===== config.mk =====
export PLATFORM = sky130hd
export DESIGN_NAME = ahb_apb_bridge
export DESIGN_NICKNAME = d
export VERILOG_FILES = /design/src/rtl/ahb_apb_bridge.sv
export SDC_FILE = /design/constraint.sdc
export NUM_CORES = 1
export LEC_CHECK = 0
export ABC_AREA = 0
export CAP_MARGIN = 20
export CORE_MARGIN = 2
export CORE_UTILIZATION = 35
export CTS_CLUSTER_DIAMETER = 100
export DETAILED_ROUTE_END_ITERATION = 7
export GPL_TIMING_DRIVEN = 1
export PLACE_DENSITY = 0.75
export SLEW_MARGIN = 0
export SYNTH_ARGS = -nofsm -noshare
export SYNTH_HDL_FRONTEND = slang
export SYNTH_SLANG_ARGS = --single-unit

===== constraint.sdc =====
create_clock -name HCLK -period 1.9 [get_ports HCLK]
set_clock_uncertainty 0.2 [all_clocks]
set_input_delay 0.19 -clock HCLK [delete_from_list [all_inputs] [get_ports HCLK]]
set_output_delay 0.19 -clock HCLK [all_outputs]
set_load 0.05 [all_outputs]

===== src/rtl/ahb_apb_bridge.sv =====
// Single-slave AHB-to-APB bridge: one word transfer at a time, AHB stalled
// with HREADY low until the APB slave completes, two-cycle ERROR response.
module ahb_apb_bridge #(
  parameter int ADDR_WIDTH = 32,
  parameter int DATA_WIDTH = 32
) (
  input  logic                  HCLK,
  input  logic                  HRESETn,
  input  logic [ADDR_WIDTH-1:0] HADDR,
  input  logic [1:0]            HTRANS,
  input  logic                  HWRITE,
  input  logic [2:0]            HSIZE,
  input  logic [DATA_WIDTH-1:0] HWDATA,
  output logic [DATA_WIDTH-1:0] HRDATA,
  output logic                  HREADY,
  output logic [1:0]            HRESP,
  output logic [ADDR_WIDTH-1:0] PADDR,
  output logic                  PSEL,
  output logic                  PENABLE,
  output logic                  PWRITE,
  output logic [DATA_WIDTH-1:0] PWDATA,
  input  logic [DATA_WIDTH-1:0] PRDATA,
  input  logic                  PREADY,
  input  logic                  PSLVERR
);

  localparam logic [2:0] S_IDLE   = 3'd0;
  localparam logic [2:0] S_WDATA  = 3'd1;
  localparam logic [2:0] S_SETUP  = 3'd2;
  localparam logic [2:0] S_ACCESS = 3'd3;
  localparam logic [2:0] S_ERR1   = 3'd4;
  localparam logic [2:0] S_ERR2   = 3'd5;

  localparam logic [1:0] RESP_OKAY  = 2'b00;
  localparam logic [1:0] RESP_ERROR = 2'b01;

  logic [2:0] state;
  logic       accept;
  logic       illegal;

  // NONSEQ and SEQ both start a transfer; IDLE and BUSY do not.
  assign accept  = (HTRANS == 2'b10) || (HTRANS == 2'b11);
  assign illegal = (HSIZE != 3'b010) || (HADDR[1:0] != 2'b00);

  always_ff @(posedge HCLK or negedge HRESETn) begin
    if (!HRESETn) begin
      state   <= S_IDLE;
      HREADY  <= 1'b1;
      HRESP   <= RESP_OKAY;
      HRDATA  <= '0;
      PSEL    <= 1'b0;
      PENABLE <= 1'b0;
      PADDR   <= '0;
      PWRITE  <= 1'b0;
      PWDATA  <= '0;
    end else begin
      case (state)
        S_IDLE: begin
          if (accept) begin
            PADDR  <= HADDR;
            PWRITE <= HWRITE;
            HREADY <= 1'b0;
            if (illegal) begin
              HRESP <= RESP_ERROR;
              state <= S_ERR1;
            end else if (HWRITE) begin
              HRESP <= RESP_OKAY;
              state <= S_WDATA;
            end else begin
              HRESP <= RESP_OKAY;
              PSEL  <= 1'b1;
              state <= S_SETUP;
            end
          end else begin
            HREADY <= 1'b1;
            HRESP  <= RESP_OKAY;
          end
        end
        // Write data arrives one cycle after the address phase.
        S_WDATA: begin
          PWDATA <= HWDATA;
          PSEL   <= 1'b1;
          state  <= S_SETUP;
        end
        S_SETUP: begin
          PENABLE <= 1'b1;
          state   <= S_ACCESS;
        end
        S_ACCESS: begin
          if (PREADY) begin
            PSEL    <= 1'b0;
            PENABLE <= 1'b0;
            if (!PWRITE) begin
              HRDATA <= PRDATA;
            end
            if (PSLVERR) begin
              HRESP <= RESP_ERROR;
              state <= S_ERR1;
            end else begin
              HREADY <= 1'b1;
              HRESP  <= RESP_OKAY;
              state  <= S_IDLE;
            end
          end
        end
        S_ERR1: begin
          HREADY <= 1'b1;
          state  <= S_ERR2;
        end
        S_ERR2: begin
          HRESP <= RESP_OKAY;
          state <= S_IDLE;
        end
        default: begin
          HREADY  <= 1'b1;
          HRESP   <= RESP_OKAY;
          PSEL    <= 1'b0;
          PENABLE <= 1'b0;
          state   <= S_IDLE;
        end
      endcase
    end
  end

endmodule


## Word level (Yosys, flattened, before mapping)

Index checks and enable logic that the tools add are counted.

| storage, ports and cells | value |
|---|---|
| flip-flop bits (word level) | 105 |
| logic and storage cells | 63 |

| cells by class | value |
|---|---|
| bitwise gates (word level) | 5 |
| equality and inequality tests | 13 |
| muxes and demuxes | 21 |
| reductions and logical operators | 15 |

Operators with widths:

| kind | number |
|---|---|
| case mux 3 bit (5 select lines) | 1 |
| 2-to-1 mux 3 bit | 4 |
| inequality test 2 bit, second input constant | 5 |
| 2-to-1 mux 1 bit | 9 |
| OR reduction 3 bit | 3 |
| AND reduction 2 bit | 4 |
| equality test 3 x 2 -> 1 bit, second input constant | 2 |
| equality test 3 bit, second input constant | 2 |
| 2-to-1 mux 2 bit | 3 |
| case mux 1 bit (3 select lines) | 2 |
| case mux 2 bit (3 select lines) | 1 |
| AND reduction 3 bit | 2 |
| inverter 1 bit | 5 |
| AND reduction 5 bit | 1 |
| equality test 2 bit, second input constant | 2 |
| case mux 1 bit (4 select lines) | 1 |
| OR reduction 4 bit | 1 |
| equality test 3 x 1 -> 1 bit, second input constant | 1 |
| logical NOT 3 bit | 1 |
| inequality test 3 x 2 -> 1 bit, second input constant | 1 |
| logical OR 1 bit | 2 |
| nonzero test 2 bit | 1 |

## Depth between registers and ports, before layout

Gate-level depths: netlist of the first run.

| logic depth | value |
|---|---|
| depth after elaboration | 5 |
| depth in mapped cells | 7 |
| gate-level depth less buffers | 4 |

## Worst setup path before layout of the first run

OpenSTA, ideal clock, no wires.

| path | value |
|---|---|
| kind | register to register |
| start | reg PWRITE |
| end | reg HRDATA[17] |
| cell stages (with the launch flop) | 4 |
| buffers on the path | 1 |
| setup time | 0.125 ns |
| data arrival time | 1.518 ns |
| setup slack | 0.057 ns |
| data required time | 1.575 ns |
| path through | dfrtp_1 > nor4b_4 > buf_6 > mux2_2 |

| between the ends | value |
|---|---|
| cells in the longest elaborated chain, start to end | 2 |

RTL lines:

| what | RTL line | RTL |
|---|---|---|
| from (decl) | 20 | `output logic PWRITE,` |
| from (signal assigned) | 54 | `PWRITE <= 1'b0;` |
| from (signal assigned) | 61 | `PWRITE <= HWRITE;` |
| inverter 1 bit (no line) | -- |  |
| AND reduction 3 bit (no line) | -- |  |
| to (signal assigned) | 50 | `HRDATA <= '0;` |
| to (signal assigned) | 94 | `HRDATA <= PRDATA;` |
| to (decl) | 14 | `output logic [DATA_WIDTH-1:0] HRDATA,` |

No other way between the ends.
A chain may end at the register's enable or synchronous reset.

## Final worst setup path of the first run

| path | value |
|---|---|
| start | reg PWDATA[27] |
| end | out PWDATA[27] |

RTL lines:

| what | RTL line | RTL |
|---|---|---|
| from (decl) | 21 | `output logic [DATA_WIDTH-1:0] PWDATA,` |
| from (signal assigned) | 55 | `PWDATA <= '0;` |
| from (signal assigned) | 81 | `PWDATA <= HWDATA;` |

No word-level cell between the ends.

==> metrics.md, run 1 <==
| Metric | Value |
|---|---|
| Status | completed |
| Final setup violation count | 0 |
| Number of synthesized flops with an enable pin | 0 |
| CTS root buf | clkbuf_16 |
| Min-Delay Path Class | primary input to async pin |
| Clk_lat worst skew | 0.34 ns |
| Dpl ws | -0.189 ns |
| Net Count, Synth | ~370 |
| Number of global-route vias before repair | 3167 |
| CP max stage delay | 0.80 ns |
| Final slew viol count | 0 |
| Synth Area in Simple Gates | 3.11% |
| Peak supply drop | approximately 0.0013 V |
| Slowest CP cell | clkdlybuf4s50_1 |
| Combinational share of power | 57.4% |
| N_diodes | 0 |
| Layout fillers | 930 |
| Startpoint types | register |
| Cell row count | 39 |
| Met2 wire len | 4870 um |
| Worst path bufs/invs | 1 |
| Initial Util | 35.9% |
| Hold Slack | 0.129 ns |
| Max_cap viols | 0 |
| Via Count | 2958 |
| Largest family of logic cells by synthesized area | multiplexers |
| Height of the chip | 112 um |
| Main synth FF type | dfrtp_1 |
| Remaining DRCs | 0 |
| First-pass GRT wire length | 15500 um |
| Count of unique library cells instantiated by Yosys | 36 |
| DIE AREA | 12600 sq um |
| Clock Power Share | ~14% |
| Synth Area in Adders | 0% |
| Compound-Gate Fraction of Synth Area | 3.38% |
| Setup bufs post-CTS | 0 |
| FF/Latch Area | 2600 sq um |
| Final nets | between 500 and 600 |
| Worst-path clk slew | roughly 0.070 ns |
| Final WL | 9790 um |
| Crit. End Element | output port |
| Cts bufs inserted | 9 |
| Total GRT Usage | 15.5% |
| Worst slew margin | ~65% |
| CP required | 1.51 ns |
| Syn-to-layout area delta | 63.0% |
| Post-layout min period | between 1.5 and 2 ns |
| Fin. Hold Viols | 0 |
| CTS tree | yes |
| Synth Register Bits | 104 |
| Top Metal Used | met4 |
| CP arrival | about 1.5 ns |
| Sink Count | 104 |
| Routed Antenna Nets | 0 |
| Initial antenna violation count | 0 |
| Sw frac | between 40 and 50% |
| Area share of xor/xnor cells in the synthesized design | 0.213% |
| Iter 0 DRT Violations | 94 |
| Flop pwr share | between 20% and 30% |
| Sequential element share of the synthesized area | a little under two thirds |
| NetSw | 6.57 mW |
| Worst setup path class | register to output port |
| Pin count of the biggest net entering global routing | 42 |
| CP Cell Sequence | clkdlybuf4s50_1 |
| CTS Buffer Depth | 2 |
| Core ar. | 11400 sq um |
| Fmax | 0.538 GHz |
| Pwr Density | slightly above 2000 nW/um^2 |
| Router iterations before antenna repair | 4 |
| HPWL Detailed | 7320 um |
| Yosys warnings | 0 |
| I/O pins | about 210 |
| Synthesized area per cell | between 15 and 20 sq um |
| Mux share of post-synthesis cell area | 26.9% |
| Port Buffers | 205 |
| Cell area after synthesis | around 4100 sq um |
| RSZ-0062 raised after global routing | false |
| Fraction of registers with async set/reset | between 90% and 100% |
| Met3 routed WL | 870 um |
| Post-synthesis instance total | 260 |
| Fin crit share | 97.8% |
| Internal power | 7.24 mW |
| Mean routed wirelength per cell | 15.6 um |
| Worst slew pin tran | between 0.5 and 0.6 ns |
| Wl on met1 | 3890 um |
| H-tree Lvls | 3 |
| Leak pwr | 3.19 nW |
| Multi-input combinational cell area | 1390 sq um |
| Layout cell share with drive strength beyond 1 | a little under a third |
| Remaining global-route overflow | 0 |
| Post-DR vias/cell | 4.73 |
| RD Place Congestion | between 0.7 and 0.8 |
| Die Width | 112 um |
| CP top delay family | buffers and inverters |
| Worst-path fanout max | 2 |
| Post-route setup slack | between 0.04 and 0.05 ns |
==> layout make-up <==
type | instances | share of cell area, %
flip-flops and latches | 104 | 38.9
repair buffers | 223 | 32.8
multi-input cells | 138 | 20.8
clock buffers | 13 | 3.74
well taps | 143 | 2.67
clock inverters | 3 | 0.972
inverters | 2 | 0.112
==> power by group through the flow <==
stage / registers (mW) / clock network, mW / logic, mW
floorplan: 7.79 / 0 / 1.69
global placement: 3.94 / 0 / 8.37
detailed placement: 4.01 / 0 / 8.44
CTS: 3.96 / 2.02 / 8.03
global route: 4.10 / 2.11 / 8.25
finish: 3.93 / 1.95 / 7.93
==> per-stage QoR <==
| step | instance area [sq um] | util (%) | TNS (ns) | total power, mW | std cells |
|---|---|---|---|---|---|
| after detailed placement | 6380 | 55.9 | -0.189 | 12.5 | 609 |
| after global placement | 6380 | 55.9 | -0.157 | 12.3 | 609 |
| after CTS | 6630 | 58.1 | 0 | 14.0 | 626 |
| after floorplan | 4100 | - | 0 | 9.48 | 260 |
| after global routing | 6690 | 58.6 | 0 | 14.5 | 626 |
| final | 6690 | 58.6 | 0 | 13.8 | 626 |
==> metal layers <==
metal | global-route usage, % | vias to the layer above
met4 | 6.59 | 0
met2 | 26.3 | 124
met3 | 5.45 | 12
met5 | 0 | -
met1 | 17.9 | 1459
li1 | - | 1363
==> placed cells by master (no fill, tap or decap), drive strengths merged, types with 2 or more instances in the layout <==
| cell | count |
|---|---|
| clkbuf | 13 |
| buf | 39 |
| nor2 | 2 |
| clkdlybuf4s50 | 104 |
| dlygate4sd2 | 56 |
| dlymetal6s2s | 23 |
| nand2 | 2 |
| inv | 2 |
| or3 | 2 |
| nor4 | 2 |
| nor3 | 2 |
| mux2 | 98 |
| nand2b | 2 |
| a21oi | 4 |
| o21ai | 5 |
| bufinv | 2 |
| dfrtp | 103 |
| a22oi | 2 |
==> synthesized netlist by cell type (all sizes together) (2+ instances only) <==
| master | count | area, sq um |
|---|---|---|
| inv | 2 | 7.51 |
| nand2 | 2 | 10.0 |
| o21ai | 5 | 25.0 |
| or3 | 2 | 12.5 |
| dfrtp | 103 | 2580 |
| mux2 | 98 | 1100 |
| nor4 | 2 | 12.5 |
| nand2b | 2 | 12.5 |
| nor3 | 2 | 20.0 |
| clkbuf | 3 | 11.3 |
| nor2 | 2 | 7.51 |
| a22oi | 2 | 15.0 |
| a21oi | 4 | 20.0 |
| buf | 13 | 98.8 |
==> kinds of logic after synthesis <==
kind of cell / count (synthesis)
compound gates: 21
xor+xnor: 1
buf+inv: 18
flops: 104
mux: 98
other cells: 1
simple gates: 17
==> flip-flops by register name, summed over array words and instances, names as in the netlist <==
| register | count |
|---|---|
| HRDATA | 32 |
| HREADY | 1 |
| HRESP | 1 |
| PADDR | 32 |
| PENABLE | 1 |
| PSEL | 1 |
| PWDATA | 32 |
| PWRITE | 1 |
| state | 3 |
==> worst paths after layout <==
check / end / cells after the start / start / slack (ns)
worst max-delay path: PWDATA[27] / 1 / PWDATA[27]$_DFFE_PN0P_ / 0.04
worst min-delay path: PADDR[14]$_DFFE_PN0P_ / 2 / HRESETn / 0.13
worst max register to register: PADDR[21]$_DFFE_PN0P_ / 4 / state[1]$_DFFE_PN0P_ / 0.11
worst min register to register: HRDATA[25]$_DFFE_PN0P_ / 1 / HRDATA[25]$_DFFE_PN0P_ / 0.29
max in group asynchronous: HREADY$_DFFE_PN1P_ / 3 / HRESETn / 0.77
min in group HCLK: PWDATA[6]$_DFFE_PN0P_ / 2 / HWDATA[6] / 0.25
==> what timing repair did <==
item,CTS,global route
setup endpoints to repair,56,23
gates resized for setup,56,23
endpoints found under the hold margin,103,0
hold buffers,1,0
(Power assumes the default switching activity.)
==> run 2, diff against run 1 <==
--- a/config.mk
+++ b/config.mk
@@ -9,7 +9,6 @@
 export CAP_MARGIN = 20
 export CORE_MARGIN = 2
 export CORE_UTILIZATION = 35
-export CTS_CLUSTER_DIAMETER = 100
 export DETAILED_ROUTE_END_ITERATION = 7
 export GPL_TIMING_DRIVEN = 1
 export PLACE_DENSITY = 0.75
==> constraint.sdc (replaced) <==
create_clock -name HCLK -period 1.9 [get_ports HCLK]
set_clock_uncertainty 0.2 [all_clocks]
set_input_delay 0.19 -clock HCLK [delete_from_list [all_inputs] [get_ports HCLK]]
set_output_delay 0.19 -clock HCLK [all_outputs]
set_load 0.01 [all_outputs]
==> metrics.md, run 2 (synthesized netlist as in run 1, its figures left out) <==
| Metric | Value |
|---|---|
| Wl on met1 | around 4100 um |
| Post-layout min period | between 1.5 and 2 ns |
| Met2 wire len | roughly 5100 um |
| Post-place instance area | 6430 sq um |
| Initial Util | 35.9% |
| Routed Antenna Nets | 0 |
| Core ar. | 11400 sq um |
| Syn-to-layout area delta | 64.7% |
| Cts bufs inserted | 9 |
| I/O pins | 208 |
| Total GRT Usage | 15.9% |
| Fin crit share | 96.5% |
| Peak supply drop | 0.000819 V |
| Top Metal Used | met4 |
| Initial antenna violation count | 0 |
| Leak pwr | between 2 and 3 nW |
| Sink Count | 104 |
| Remaining DRCs | 0 |
| Fmax | approximately 0.55 GHz |
| DIE AREA | ~13000 sq um |
| R2R cell count | 5 |
| Height of the chip | approximately 110 um |
| Most frequent cells in the layout | clkdlybuf4s50_1 (204), dfrtp_1 (103), mux2_2 (93) |
| CTS Buffer Depth | 2 |
| Pin count of the biggest net entering global routing | 42 |
| Mean routed wirelength per cell | 16.3 um |
| Regs by FF count | HRDATA: 32 flops, PADDR: 32 flops, PWDATA: 32 flops |
| Fin. Hold Viols | 0 |
| Router iterations before antenna repair | 4 |
| CP required | 1.51 ns |
| Final setup violation count | 0 |
| Crit. End Element | output port |
| Startpoint types | register |
| Layout fillers | 931 |
| Final slew viol count | 0 |
| Multi-input combinational cell area | 1390 sq um |
| Via Count | 2993 |
| Pwr Density | 1610 nW/um^2 |
| CP max stage delay | 0.56 ns |
| CTS tree | yes |
| CTS root buf | clkbuf_16 |
| Status | completed |
| Worst setup path class | register to output port |
| Worst-path clk slew | 0.07 ns |
| Final WL | 10200 um |
| FF/Latch Area | 2600 sq um |
| Worst-path fanout max | 3 |
| H-tree Lvls | 3 |
| CP Cell Sequence | clkdlybuf4s50_1 |
| Worst path bufs/invs | 1 |
| Number of global-route vias before repair | 3272 |
| Clk_lat worst skew | 0.33 ns |
| First-pass GRT wire length | around 16000 um |
| Port Buffers | roughly 200 |
| N_diodes | 0 |
| RD Place Congestion | about 0.74 |
| Core Util, Final | 59.2% |
| HPWL Detailed | 7500 um |
| CP arrival | 1.44 ns |
| Met3 routed WL | 878 um |
| RSZ-0062 raised after global routing | false |
| Iter 0 DRT Violations | 118 |
| CP Depth | 1 |
| Max_cap viols | 0 |
| Min-Delay Path Class | primary input to async pin |
| Post-DR vias/cell | 4.79 |
| Final nets | 586 |
| Layout cell share with drive strength beyond 1 | between 20% and 30% |
| Most common cell after layout, fill and taps aside | clkdlybuf4s50_1 |
| Remaining global-route overflow | 0 |
| CP top delay family | buffers and inverters |
| Die Width | roughly 110 um |
| Slowest CP cell | clkdlybuf4s50_1 |
| Cell row count | 39 |
| Final instance area | 6760 sq um |
[run 2: layout make-up]
class	instances	area share, %
inverters	2	0.111
flip-flops and latches	104	38.5
multi-input cells	138	20.6
well taps	143	2.65
clock inverters	3	0.666
repair buffers	225	34.0
clock buffers	10	3.54
[run 2: report_power, final]
part           switching [mW]  leakage (nW)  internal [mW]  total [mW]
clock                   0.749         0.133           1.03        1.78
sequential              0.589          1.25           3.36        3.94
combinational            1.86          1.41           3.26        5.12
[run 2: layer usage]
layer / GRT usage (%) / vias to the layer above
met3: 5.18 / 11
met2: 27.4 / 125
met1: 18.4 / 1488
met4: 6.26 / 0
li1: - / 1369
met5: 0 / -
[run 2: through the flow]
| step | worst slack, ns | instances | hold WS, ns | TNS (ns) | power [mW] |
|---|---|---|---|---|---|
| after floorplan | 0.0812 | 260 | -0.306 | 0 | 6.14 |
| after global placement | -0.157 | 609 | -0.0357 | -0.157 | 8.99 |
| after detailed placement | -0.206 | 609 | -0.0404 | -0.206 | 9.15 |
| after CTS | 0.0519 | 623 | 0.138 | 0 | 11.0 |
| after global routing | 0.0401 | 625 | 0.180 | 0 | 11.5 |
| final | 0.0669 | 625 | 0.131 | 0 | 10.8 |
[run 2: repair_timing]
action | in CTS | in global routing
hold buffers | 1 | 0
hold endpoints to repair | 103 | 0
endpoints found under the setup margin | 0 | 6
buffers inserted | 0 | 1
gates resized for setup | 0 | 1
[run 2: final timing paths]
kind                                        startpoint                endpoint  slack (ns)
worst max-delay path                HREADY$_DFFE_PN1P_                  HREADY        0.07
worst min-delay path                           HRESETn   PADDR[16]$_DFFE_PN0P_        0.13
worst max register to register    state[0]$_DFFE_PN0P_  HRDATA[15]$_DFFE_PN0P_        0.12
worst min register to register  HRDATA[23]$_DFFE_PN0P_  HRDATA[23]$_DFFE_PN0P_        0.29
max in group asynchronous                      HRESETn      HREADY$_DFFE_PN1P_        0.79
min in group HCLK                            HADDR[10]   PADDR[10]$_DFFE_PN0P_        0.26
[run 2: worst register-to-register path: stages (launching register included)]
cell       delay (ns)
dfrtp_1          0.43
nand2_2          0.11
nor4b_4          0.21
buf_4            0.18
clkbuf_16        0.19
mux2_2           0.35
